--- config.mk ---
export PLATFORM = sky130hd
export DESIGN_NAME = half_duplex_bus_ctrl
export DESIGN_NICKNAME = d
export VERILOG_FILES = /design/src/rtl/half_duplex_bus_ctrl.sv
export SDC_FILE = /design/constraint.sdc
export NUM_CORES = 1
export LEC_CHECK = 0
export BUFFER_PORTS_ARGS = -buffer_cell sky130_fd_sc_hd__clkbuf_2
export CORE_AREA = 5 5 64 48
export DETAILED_ROUTE_END_ITERATION = 12
export DIE_AREA = 0 0 69 53
export HOLD_SLACK_MARGIN = 0.02
export PLACE_DENSITY = 0.83
export SYNTH_ARGS = -nofsm -noshare
export SYNTH_HDL_FRONTEND = slang
export SYNTH_SLANG_ARGS = --single-unit
--- constraint.sdc ---
create_clock -name clk -period 3.1 [get_ports clk]
set_input_delay 0 -clock clk [delete_from_list [all_inputs] [get_ports clk]]
set_output_delay 0 -clock clk [all_outputs]
set_load 0.01 [all_outputs]
--- src/rtl/half_duplex_bus_ctrl.sv ---
// rtl/half_duplex_bus_ctrl.sv - strobed half-duplex write/read engine for the shared target bus.
// Optional macro SYNC2_EN: 2-flop pad_din synchronizer plus a 2-cycle WAIT before read capture.
module half_duplex_bus_ctrl #(
  parameter int DATA_W     = 8,
  parameter int SETUP_CYC  = 2,
  parameter int STROBE_CYC = 2,
  parameter int TURN_CYC   = 2
) (
  input  logic              clk,
  input  logic              rst_n,
  input  logic              req,
  input  logic              we,
  input  logic [DATA_W-1:0] wdata,
  output logic [DATA_W-1:0] rdata,
  output logic              busy,
  output logic              done,
  output logic [DATA_W-1:0] pad_dout,
  output logic              pad_oe,
  input  logic [DATA_W-1:0] pad_din,
  output logic              io_stb,
  output logic              io_rw
);

  localparam int MAX_SS  = (SETUP_CYC > STROBE_CYC) ? SETUP_CYC : STROBE_CYC;
  localparam int CNT_MAX = (MAX_SS > TURN_CYC) ? MAX_SS : TURN_CYC;
  // Counter holds (phase length - 1); at least 1 bit so the WAIT phase can count 2 cycles.
  localparam int CNT_W   = (CNT_MAX > 2) ? $clog2(CNT_MAX) : 1;

  localparam logic [CNT_W-1:0] SETUP_LOAD  = CNT_W'(SETUP_CYC - 1);
  localparam logic [CNT_W-1:0] STROBE_LOAD = CNT_W'(STROBE_CYC - 1);
  localparam logic [CNT_W-1:0] TURN_LOAD   = CNT_W'(TURN_CYC - 1);

  typedef enum logic [2:0] {
    S_IDLE,
    S_SETUP,
    S_STROBE,
    S_HOLD,
    S_TURN,
`ifdef SYNC2_EN
    S_WAIT,
`endif
    S_DONE
  } state_t;

  state_t            state_q;
  logic [CNT_W-1:0]  cnt_q;
  logic              we_q;
  logic [DATA_W-1:0] rdata_q;
  logic [DATA_W-1:0] pad_dout_q;
  logic              pad_oe_q;
  logic              io_stb_q;
  logic              io_rw_q;
  logic              busy_q;
  logic              done_q;

`ifdef SYNC2_EN
  logic [DATA_W-1:0] sync1_q;
  logic [DATA_W-1:0] sync2_q;

  always_ff @(posedge clk or negedge rst_n) begin
    if (!rst_n) begin
      sync1_q <= '0;
      sync2_q <= '0;
    end else begin
      sync1_q <= pad_din;
      sync2_q <= sync1_q;
    end
  end
`endif

  always_ff @(posedge clk or negedge rst_n) begin
    if (!rst_n) begin
      state_q    <= S_IDLE;
      cnt_q      <= '0;
      we_q       <= 1'b0;
      rdata_q    <= '0;
      pad_dout_q <= '0;
      pad_oe_q   <= 1'b0;
      io_stb_q   <= 1'b0;
      io_rw_q    <= 1'b0;
      busy_q     <= 1'b0;
      done_q     <= 1'b0;
    end else begin
      done_q <= 1'b0;
      case (state_q)
        S_IDLE: begin
          if (req) begin
            we_q    <= we;
            busy_q  <= 1'b1;
            io_rw_q <= ~we;
            if (we) begin
              pad_dout_q <= wdata;
              pad_oe_q   <= 1'b1;
              cnt_q      <= SETUP_LOAD;
              state_q    <= S_SETUP;
            end else begin
              cnt_q   <= TURN_LOAD;
              state_q <= S_TURN;
            end
          end
        end

        S_SETUP, S_TURN: begin
          if (cnt_q == '0) begin
            io_stb_q <= 1'b1;
            cnt_q    <= STROBE_LOAD;
            state_q  <= S_STROBE;
          end else begin
            cnt_q <= cnt_q - 1'b1;
          end
        end

        S_STROBE: begin
          if (cnt_q == '0) begin
            io_stb_q <= 1'b0;
            if (we_q) begin
              state_q <= S_HOLD;
            end else begin
`ifdef SYNC2_EN
              cnt_q   <= CNT_W'(1);
              state_q <= S_WAIT;
`else
              // pad_din is only looked at here, while the target still drives it.
              rdata_q <= pad_din;
              done_q  <= 1'b1;
              busy_q  <= 1'b0;
              state_q <= S_DONE;
`endif
            end
          end else begin
            cnt_q <= cnt_q - 1'b1;
          end
        end

        S_HOLD: begin
          pad_oe_q <= 1'b0;
          done_q   <= 1'b1;
          busy_q   <= 1'b0;
          state_q  <= S_DONE;
        end

`ifdef SYNC2_EN
        S_WAIT: begin
          if (cnt_q == '0) begin
            rdata_q <= sync2_q;
            done_q  <= 1'b1;
            busy_q  <= 1'b0;
            state_q <= S_DONE;
          end else begin
            cnt_q <= cnt_q - 1'b1;
          end
        end
`endif

        S_DONE: begin
          io_rw_q <= 1'b0;
          state_q <= S_IDLE;
        end

        default: begin
          pad_oe_q <= 1'b0;
          io_stb_q <= 1'b0;
          io_rw_q  <= 1'b0;
          busy_q   <= 1'b0;
          state_q  <= S_IDLE;
        end
      endcase
    end
  end

  assign rdata    = rdata_q;
  assign busy     = busy_q;
  assign done     = done_q;
  assign pad_dout = pad_dout_q;
  assign pad_oe   = pad_oe_q;
  assign io_stb   = io_stb_q;
  assign io_rw    = io_rw_q;

endmodule

==> results of run 1 <==
==> metrics by stage <==
step | total power, mW | std cells | hold WS (ns)
3_5_place_dp | 1.210 | 164 | 0.05324
6_report | 1.450 | 185 | 0.06369
4_1_cts | 1.458 | 185 | 0.04869
2_1_floorplan | 1.013 | 98 | -0.2956
3_3_place_gp | 1.173 | 164 | 0.03567
5_1_grt | 1.564 | 185 | 0.07092
==> worst register-to-register path: stages, from the launching register on <==
cell and delay [ns]:
dfrtp_1 0.70, nand2b_1 0.21, nor4_4 0.47, mux2_2 0.41
==> layout by cell type (no fill, tap or decap), drive strengths merged <==
cell,Yosys,final
a2111oi,1,1
a211oi,1,1
a21oi,2,2
a221oi,1,1
a31o,1,1
a31oi,4,4
bufinv,0,1
clkbuf,5,43
dfrtp,26,26
dlygate4sd3,0,17
inv,1,1
mux2,16,16
mux2i,1,1
nand2,4,4
nand2b,3,3
nand3,5,5
nand4,1,1
nor2,6,6
nor2b,1,1
nor3b,3,3
nor4,2,2
o21ai,5,5
o31ai,1,1
o32ai,1,1
or2,1,1
or3,1,1
xnor2,1,1
xor2,1,1
==> worst max path at each step <==
stage / cells after the start / endpoint / startpoint / slack, ns
after global placement: 3 / rdata[1] / state_q[1] / 1.35
after detailed placement: 3 / rdata[5] / state_q[1] / 1.25
after global routing: 3 / rdata[5] / state_q[1] / 1.06
final: 3 / rdata[5] / state_q[1] / 1.22
after floorplan: 3 / rdata[0] / state_q[0] / 1.62
after CTS: 3 / rdata[4] / state_q[1] / 1.23
==> power by group <==
group / switching, mW / total (mW) / internal, mW
registers: 0.169 / 0.660 / 0.491
logic: 0.270 / 0.564 / 0.293
clock network: 0.0960 / 0.227 / 0.131
total: 0.535 / 1.45 / 0.915
==> logic make-up after synthesis <==
group | count (synthesis) | share of synthesized area [%]
buffers and inverters | 9 | 3.907
XOR/XNOR | 2 | 1.479
flip-flops | 26 | 54.91
AND/OR/NAND/NOR | 27 | 14.36
multiplexers | 17 | 16.05
AO/OA/AOI/OAI | 17 | 9.293
==> state kept, by name, indices dropped and copies added, names as in the netlist <==
register,flops
busy,1
pad_dout,8
done,1
cnt_q,1
rdata,8
io_stb,1
io_rw,1
we_q,1
state_q,3
pad_oe,1
==> routing by layer <==
metal / part of all wire, % / vias to the layer above / GRT usage, %
li1: - / 463 / -
met1: 41 / 471 / 19.57
met2: 49 / 37 / 29.43
met3: 10 / 2 / 7.400
met4: 0.30 / 0 / 0.9740
met5: 0 / - / 0
==> area by class of cell <==
class,count,area (um^2)
Fill cell,187,794.5
Clock buffer,3,22.52
Sequential cell,26,650.6
Timing Repair Buffer,57,370.4
Inverter,1,3.754
Multi-Input combinational cell,63,488.0
Tap cell,34,42.54
Clock inverter,1,30.03
==> cell usage after synthesis <==
cell type / n / area share, %
nor4_1: 1 / 0.53
buf_4: 1 / 0.63
a31oi_1: 4 / 2.1
nor2b_1: 1 / 0.53
nor4_4: 1 / 1.8
mux2_2: 16 / 15
inv_1: 1 / 0.32
nor3b_1: 3 / 1.9
buf_6: 1 / 0.95
or2_2: 1 / 0.53
nand2_1: 4 / 1.3
xnor2_1: 1 / 0.74
nor2_4: 1 / 0.95
xor2_1: 1 / 0.74
o31ai_1: 1 / 0.63
nand2b_1: 3 / 1.6
nand4_2: 1 / 1.1
clkbuf_1: 5 / 1.6
nor2_1: 5 / 1.6
or3_1: 1 / 0.53
a221oi_1: 1 / 0.74
a31o_2: 1 / 0.74
dfrtp_1: 26 / 55
buf_2: 1 / 0.42
a211oi_1: 1 / 0.63
a21oi_1: 2 / 0.84
nand3_1: 5 / 2.1
o21ai_0: 5 / 2.1
mux2i_1: 1 / 0.84
a2111oi_0: 1 / 0.74
o32ai_1: 1 / 0.74
==> what timing repair did <==
item	in CTS	in global routing
buffers inserted	0	0
hold endpoints to repair	42	0
hold buffers	17	0
==> impl_metrics.env, run 1 <==
export IMPL_synth_fp_nets=118
export IMPL_rsz0062_at_grt="false"
export IMPL_num_antenna_cells=0
export IMPL_start_util_pct=49.32
export IMPL_place_congestion=0.8406
export IMPL_r2r_start="state_q[1]"
export IMPL_cts_sinks=26
export IMPL_critPathKind="register to register"
export IMPL_drive_above_1_share_pct=43.05
export IMPL_wl_per_cell_um=14.54
export IMPL_path_clk_slew_ns=0.13
export IMPL_critical_path_top_delay_family="flip-flops"
export IMPL_drtIter0Drc=89
export IMPL_hold_start="we"
export IMPL_grt_ovfl_total=0
export IMPL_outcome="completed"
export IMPL_peakVddDrop_uv=535.0
export IMPL_ioPinCount=41
export IMPL_cts_resized=0
export IMPL_preCtsSetupSlack_ns=1.247
export IMPL_syn_inst=98
export IMPL_dpl_hpwl_mm=1.832
export IMPL_arrival_ns=2.09
export IMPL_hold_class="input pin to register"
export IMPL_coreArea_um2=2402
export IMPL_holdPathStages=3
export IMPL_ys_seq_elements=26
export IMPL_whs_endpoint="state_q[0]"
export IMPL_grt_max_degree=27
export IMPL_power_density_nw_per_um2=902.0
export IMPL_timing_rr_end="rdata[5]"
export IMPL_crit_required_ns=3.31
export IMPL_drt_wl_total_mm=2.689
export IMPL_finClkSkew_ns=0.005719
export IMPL_areaGrowthSynthToFinish_pct=35.69
export IMPL_die_h_um=53
export IMPL_leakage_nw=0.7455
export IMPL_num_vias=973
export IMPL_cts_tree="done"
export IMPL_crit_buf_inv=0
export IMPL_synth_area_um2=1185
export IMPL_crit_fanout=16
export IMPL_fin_crit_sh_pct=60.68
export IMPL_die_area_um2=3657
export IMPL_finalCriticalPeriod_ns=1.881
export IMPL_tightest_slew_ns=0.6321
export IMPL_yosys_warnings=0
export IMPL_seq_area_frac_synth_pct=54.91
export IMPL_max_cap_violations=0
export IMPL_fmax_mhz=531.6
export IMPL_r2r_cells=3
export IMPL_finalSetupTns_ns=0
export IMPL_drc=0
export IMPL_end_kind="register"
export IMPL_crit_slowest_cell="dfrtp_1"
export IMPL_rows=15
export IMPL_antenna_found_initial=0
export IMPL_slew_violations=0
export IMPL_slew_headroom_pct=57.86
export IMPL_start_kind="register"
export IMPL_cts_buffers=3
export IMPL_portBuffers=40
export IMPL_grt_pass1_wl_mm=4.767
export IMPL_placed_area_um2=1385
export IMPL_insertion_delay_ns=0.32
export IMPL_worstPathCellList="nand2b_1 > nor4_4 > mux2_2"
export IMPL_postSynthAreaPerCell_um2=12.09
export IMPL_drt_first_pass_iters=4
export IMPL_nets=172
export IMPL_final_core_util_pct=66.93
export IMPL_grt_pass1_vias=980
export IMPL_setup_violations=0
export IMPL_fin_area_um2=1608
export IMPL_antenna_left=0
export IMPL_yosysUniqueCellTypes=31
export IMPL_viasPerCell=5.259
export IMPL_cts_buffer_depth=2
export IMPL_reg2reg_slack_ns=1.22
export IMPL_dieWidth_um=69
export IMPL_fin_ws_ns=1.219
export IMPL_hold_viol=0
export IMPL_cpPeakStageDelay_ns=0.70
export IMPL_track_usage_pct=16.56
export IMPL_clockRootBuffer="clkbuf_4"
export IMPL_h_tree_depth=1
(Power assumes the default switching activity.)
==> run 2: changes to the inputs <==
--- a/config.mk
+++ b/config.mk
@@ -6,11 +6,11 @@
 export NUM_CORES = 1
 export LEC_CHECK = 0
 export BUFFER_PORTS_ARGS = -buffer_cell sky130_fd_sc_hd__clkbuf_2
-export CORE_AREA = 5 5 64 48
+export CORE_AREA = 5 5 66 50
 export DETAILED_ROUTE_END_ITERATION = 12
-export DIE_AREA = 0 0 69 53
+export DIE_AREA = 0 0 71 55
 export HOLD_SLACK_MARGIN = 0.02
-export PLACE_DENSITY = 0.83
+export PLACE_DENSITY = 0.78
 export SYNTH_ARGS = -nofsm -noshare
 export SYNTH_HDL_FRONTEND = slang
 export SYNTH_SLANG_ARGS = --single-unit
==> constraint.sdc (replaced) <==
create_clock -name clk -period 1.91 [get_ports clk]
set_input_delay 0 -clock clk [delete_from_list [all_inputs] [get_ports clk]]
set_output_delay 0 -clock clk [all_outputs]
set_load 0.01 [all_outputs]
==> impl_metrics.env, run 2 (synthesis gave the netlist of run 1 again) <==
export IMPL_grt_pass1_vias=1008
export IMPL_finalSetupTns_ns=0
export IMPL_hold_class="input pin to register"
export IMPL_antenna_left=0
export IMPL_p_switching_mw=0.9141
export IMPL_fin_area_um2=1659
export IMPL_dpl_cell_count=170
export IMPL_die_h_um=55
export IMPL_postCtsSetupBuffers=0
export IMPL_portBuffers=40
export IMPL_drive_above_1_share_pct=44.52
export IMPL_dieWidth_um=71
export IMPL_grt_ovfl_total=0
export IMPL_combPwrFrac_pct=40.8
export IMPL_coreArea_um2=2643
export IMPL_grt_pass1_wl_mm=4.878
export IMPL_cts_resized=0
export IMPL_dpl_hpwl_mm=1.896
export IMPL_tightest_slew_ns=0.6102
export IMPL_cts_sinks=26
export IMPL_grt_max_degree=27
export IMPL_drc=0
export IMPL_clockRootBuffer="clkbuf_8"
export IMPL_place_congestion=0.8277
export IMPL_finClkSkew_ns=0.004929
export IMPL_nets=176
export IMPL_holdPathStages=3
export IMPL_hold_viol=0
export IMPL_start_util_pct=44.84
export IMPL_rows=16
export IMPL_outcome="completed"
export IMPL_drt_first_pass_iters=5
export IMPL_peakVddDrop_uv=939.5
export IMPL_cts_buffer_depth=2
export IMPL_leakage_nw=0.7739
export IMPL_insertion_delay_ns=0.27
export IMPL_num_antenna_cells=0
export IMPL_crit_required_ns=2.07
export IMPL_end_kind="register"
export IMPL_holdWs_ns=0.06605
export IMPL_cts_buffers=3
export IMPL_track_usage_pct=16.79
export IMPL_drtIter0Drc=39
export IMPL_fin_crit_sh_pct=93.17
export IMPL_start_kind="register"
export IMPL_ioPinCount=41
export IMPL_setup_violations=0
export IMPL_power_internal_mw=1.594
export IMPL_antenna_found_initial=0
export IMPL_crit_fanout=13
export IMPL_h_tree_depth=1
export IMPL_power_share_sequential_pct=41.1
export IMPL_final_common_cell="clkbuf_2"
export IMPL_max_cap_violations=0
export IMPL_fmax_mhz=562.0
export IMPL_finalNonFillerCells=191
export IMPL_nFillCells=200
export IMPL_slew_headroom_pct=59.01
export IMPL_drt_wl_total_mm=2.995
export IMPL_hold_buffers=17
export IMPL_r2r_cells=3
export IMPL_num_vias=1008
export IMPL_final_cell_mix="clkbuf_2 (40), dfrtp_1 (26), dlygate4sd3_1 (17)"
export IMPL_power_density_nw_per_um2=1512
export IMPL_wl_per_cell_um=15.68
export IMPL_finalCriticalPeriod_ns=1.780
export IMPL_p_sw_share_pct=36.44
export IMPL_slew_violations=0
export IMPL_cts_tree="done"
export IMPL_areaGrowthSynthToFinish_pct=40.02
export IMPL_placed_area_um2=1418
export IMPL_clockPowerShare_pct=18.1
export IMPL_rsz0062_at_grt="false"
export IMPL_critPathKind="register to register"
export IMPL_die_area_um2=3905
export IMPL_arrival_ns=1.94
export IMPL_path_clk_slew_ns=0.09
export IMPL_viasPerCell=5.277
[run 2: cell types whose count changed in the layout (fill, tap and decap cells not counted)]
| cell | change |
|---|---|
| buf_4 | +4 |
| clkbuf_4 | -3 |
| clkbuf_8 | +3 |
[run 2: layout make-up]
class	count	area [um^2]	share of cell area [%]
Tap cell	36	45.04	2.715
Clock buffer	3	41.29	2.489
Timing Repair Buffer	61	400.4	24.13
Multi-Input combinational cell	63	488.0	29.41
Clock inverter	1	30.03	1.810
Sequential cell	26	650.6	39.22
Inverter	1	3.754	0.2262
[run 2: stage by stage]
stage / util [%] / setup slack, ns / power [mW]
global route: 62.78 / 0.05910 / 2.669
finish: 62.78 / 0.1305 / 2.508
global placement: 53.65 / 0.2717 / 1.953
floorplan: - / 0.4350 / 1.644
CTS: 62.78 / 0.1525 / 2.502
detailed placement: 53.65 / 0.1628 / 2.013
[run 2: worst paths after layout]
check                            start     endpoint  slack [ns]
setup / recovery                 cnt_q     rdata[7]        0.13
hold / removal                      we   state_q[0]        0.07
setup reg to reg                 cnt_q     rdata[7]        0.13
hold reg to reg            pad_dout[3]  pad_dout[3]        0.51
max in group asynchronous        rst_n  pad_dout[0]        1.23
min in group asynchronous        rst_n        cnt_q        0.27
[run 2: power by group through the flow]
| stage | clock network, mW | logic [mW] | registers, mW |
|---|---|---|---|
| after floorplan | 0 | 0.611 | 1.03 |
| after global placement | 0 | 0.951 | 1.00 |
| after detailed placement | 0 | 0.988 | 1.03 |
| after CTS | 0.463 | 1.02 | 1.02 |
| after global routing | 0.487 | 1.12 | 1.06 |
| final | 0.455 | 1.02 | 1.03 |
[run 2: worst max-delay path, stage by stage (launching register included)]
cell	delay, ns
dfrtp_1	0.52
nand2b_1	0.25
nor4_4	0.48
mux2_2	0.41
[run 2: routing by layer]
| metal | part of all wire, % | global-route usage (%) |
|---|---|---|
| met1 | 43 | 19.73 |
| met2 | 46 | 27.69 |
| met3 | 10 | 7.401 |
| met4 | 1.2 | 6.563 |
| met5 | 0 | 0 |
==> run 3: changes to the inputs <==
--- a/config.mk
+++ b/config.mk
@@ -7,6 +7,7 @@
 export LEC_CHECK = 0
 export BUFFER_PORTS_ARGS = -buffer_cell sky130_fd_sc_hd__clkbuf_2
 export CORE_AREA = 5 5 66 50
+export CTS_BUF_LIST = sky130_fd_sc_hd__clkbuf_16
 export DETAILED_ROUTE_END_ITERATION = 12
 export DIE_AREA = 0 0 71 55
 export HOLD_SLACK_MARGIN = 0.02
==> impl_metrics.env, run 3 (synthesis gave the netlist of run 1 again) <==
export IMPL_drive_above_1_share_pct=44.52
export IMPL_h_tree_depth=1
export IMPL_crit_required_ns=2.05
export IMPL_die_h_um=55
export IMPL_num_vias=1007
export IMPL_crit_fanout=13
export IMPL_viasPerCell=5.272
export IMPL_cts_buffer_depth=2
export IMPL_placed_area_um2=1418
export IMPL_start_kind="register"
export IMPL_outcome="completed"
export IMPL_path_clk_slew_ns=0.07
export IMPL_grt_ovfl_total=0
export IMPL_tightest_slew_ns=0.6338
export IMPL_dpl_hpwl_mm=1.896
export IMPL_track_usage_pct=16.75
export IMPL_hold_start="we"
export IMPL_grt_max_degree=27
export IMPL_r2r_start="cnt_q"
export IMPL_final_common_cell="clkbuf_2"
export IMPL_setup_violations=0
export IMPL_cpPeakStageDelay_ns=0.51
export IMPL_peakVddDrop_uv=986.2
export IMPL_rsz0062_at_grt="false"
export IMPL_portBuffers=40
export IMPL_drtIter0Drc=47
export IMPL_critPathKind="register to register"
export IMPL_coreArea_um2=2643
export IMPL_grt_pass1_vias=1019
export IMPL_reg2reg_slack_ns=0.13
export IMPL_drt_wl_total_mm=3.050
export IMPL_cts_resized=0
export IMPL_cts_sinks=26
export IMPL_fin_ws_ns=0.1275
export IMPL_worstPathCellList="nand2b_1 > nor4_4 > mux2_2"
export IMPL_hold_viol=0
export IMPL_antenna_found_initial=0
export IMPL_slew_violations=0
export IMPL_num_antenna_cells=0
export IMPL_drc=0
export IMPL_wl_per_cell_um=15.97
export IMPL_insertion_delay_ns=0.26
export IMPL_fmax_mhz=561.0
export IMPL_die_area_um2=3905
export IMPL_ioPinCount=41
export IMPL_antenna_left=0
export IMPL_preCtsSetupSlack_ns=0.1628
export IMPL_start_util_pct=44.84
export IMPL_clockRootBuffer="clkbuf_16"
export IMPL_finalNonFillerCells=191
export IMPL_holdWs_ns=0.08107
export IMPL_power_density_nw_per_um2=1575
export IMPL_fin_crit_sh_pct=93.33
export IMPL_leakage_nw=0.7893
export IMPL_crit_slowest_cell="dfrtp_1"
export IMPL_areaGrowthSynthToFinish_pct=42.87
export IMPL_nFillCells=196
export IMPL_dpl_cell_count=170
export IMPL_cts_buffers=3
export IMPL_critical_path_top_delay_family="simple AND/OR/NAND/NOR gates"
export IMPL_cts_tree="done"
export IMPL_nets=176
export IMPL_finClkSkew_ns=0.005406
export IMPL_slew_headroom_pct=57.74
export IMPL_place_congestion=0.8277
export IMPL_rows=16
export IMPL_max_cap_violations=0
export IMPL_hold_class="input pin to register"
export IMPL_finalSetupTns_ns=0
export IMPL_critPathLaunch="cnt_q"
export IMPL_crit_buf_inv=0
export IMPL_dieWidth_um=71
export IMPL_arrival_ns=1.93
export IMPL_postCtsSetupBuffers=0
export IMPL_fin_area_um2=1693
export IMPL_end_kind="register"
export IMPL_final_cell_mix="clkbuf_2 (40), dfrtp_1 (26), dlygate4sd3_1 (17)"
export IMPL_drt_first_pass_iters=4
export IMPL_finalCriticalPeriod_ns=1.783
export IMPL_grt_pass1_wl_mm=4.857
==> run 3: where the power goes <==
part / leakage, nW / internal (mW) / switching (mW)
sequential: 0.312 / 0.802 / 0.230
combinational: 0.427 / 0.514 / 0.514
clock: 0.0511 / 0.417 / 0.190
total: 0.789 / 1.73 / 0.935
==> run 3: final timing paths <==
kind / to / cells past startpoint
max in group asynchronous: we_q / 2
setup reg to reg: rdata[7] / 3
hold / removal: state_q[0] / 3
hold reg to reg: pad_dout[3] / 1
min in group asynchronous: cnt_q / 2
setup / recovery: rdata[7] / 3
==> run 3: layout make-up <==
class | count | area (um^2) | area share [%]
clock inverters | 1 | 30.03 | 1.774
flip-flops and latches | 26 | 650.6 | 38.43
multi-input cells | 63 | 488.0 | 28.82
inverters | 1 | 3.754 | 0.2217
well taps | 36 | 45.04 | 2.661
repair buffers | 61 | 400.4 | 23.65
clock buffers | 3 | 75.07 | 4.435
==> run 3: per-stage QoR <==
stage / total power [mW] / utilization (%)
2_1_floorplan: 1.644 / -
3_3_place_gp: 1.953 / 53.65
3_5_place_dp: 2.013 / 53.65
4_1_cts: 2.659 / 64.06
5_1_grt: 2.819 / 64.06
6_report: 2.667 / 64.06
==> run 3: routing by layer <==
metal / track usage [%] / wire length, um / vias up
li1: - / - / 465
met1: 19.39 / 1279 / 495
met2: 28.00 / 1428 / 40
met3: 7.401 / 296 / 7
met4: 6.563 / 45 / 0
met5: 0 / 0 / -
==> run 3: timing repair <==
item | CTS | global route
endpoints found under the setup margin | 0 | 0
hold buffers | 17 | 0
endpoints found under the hold margin | 42 | 0
==> run 3: tightest hold or removal path: stages <==
cell	delay (ns)
clkbuf_2	0.12
nand3_1	0.09
a31oi_1	0.09
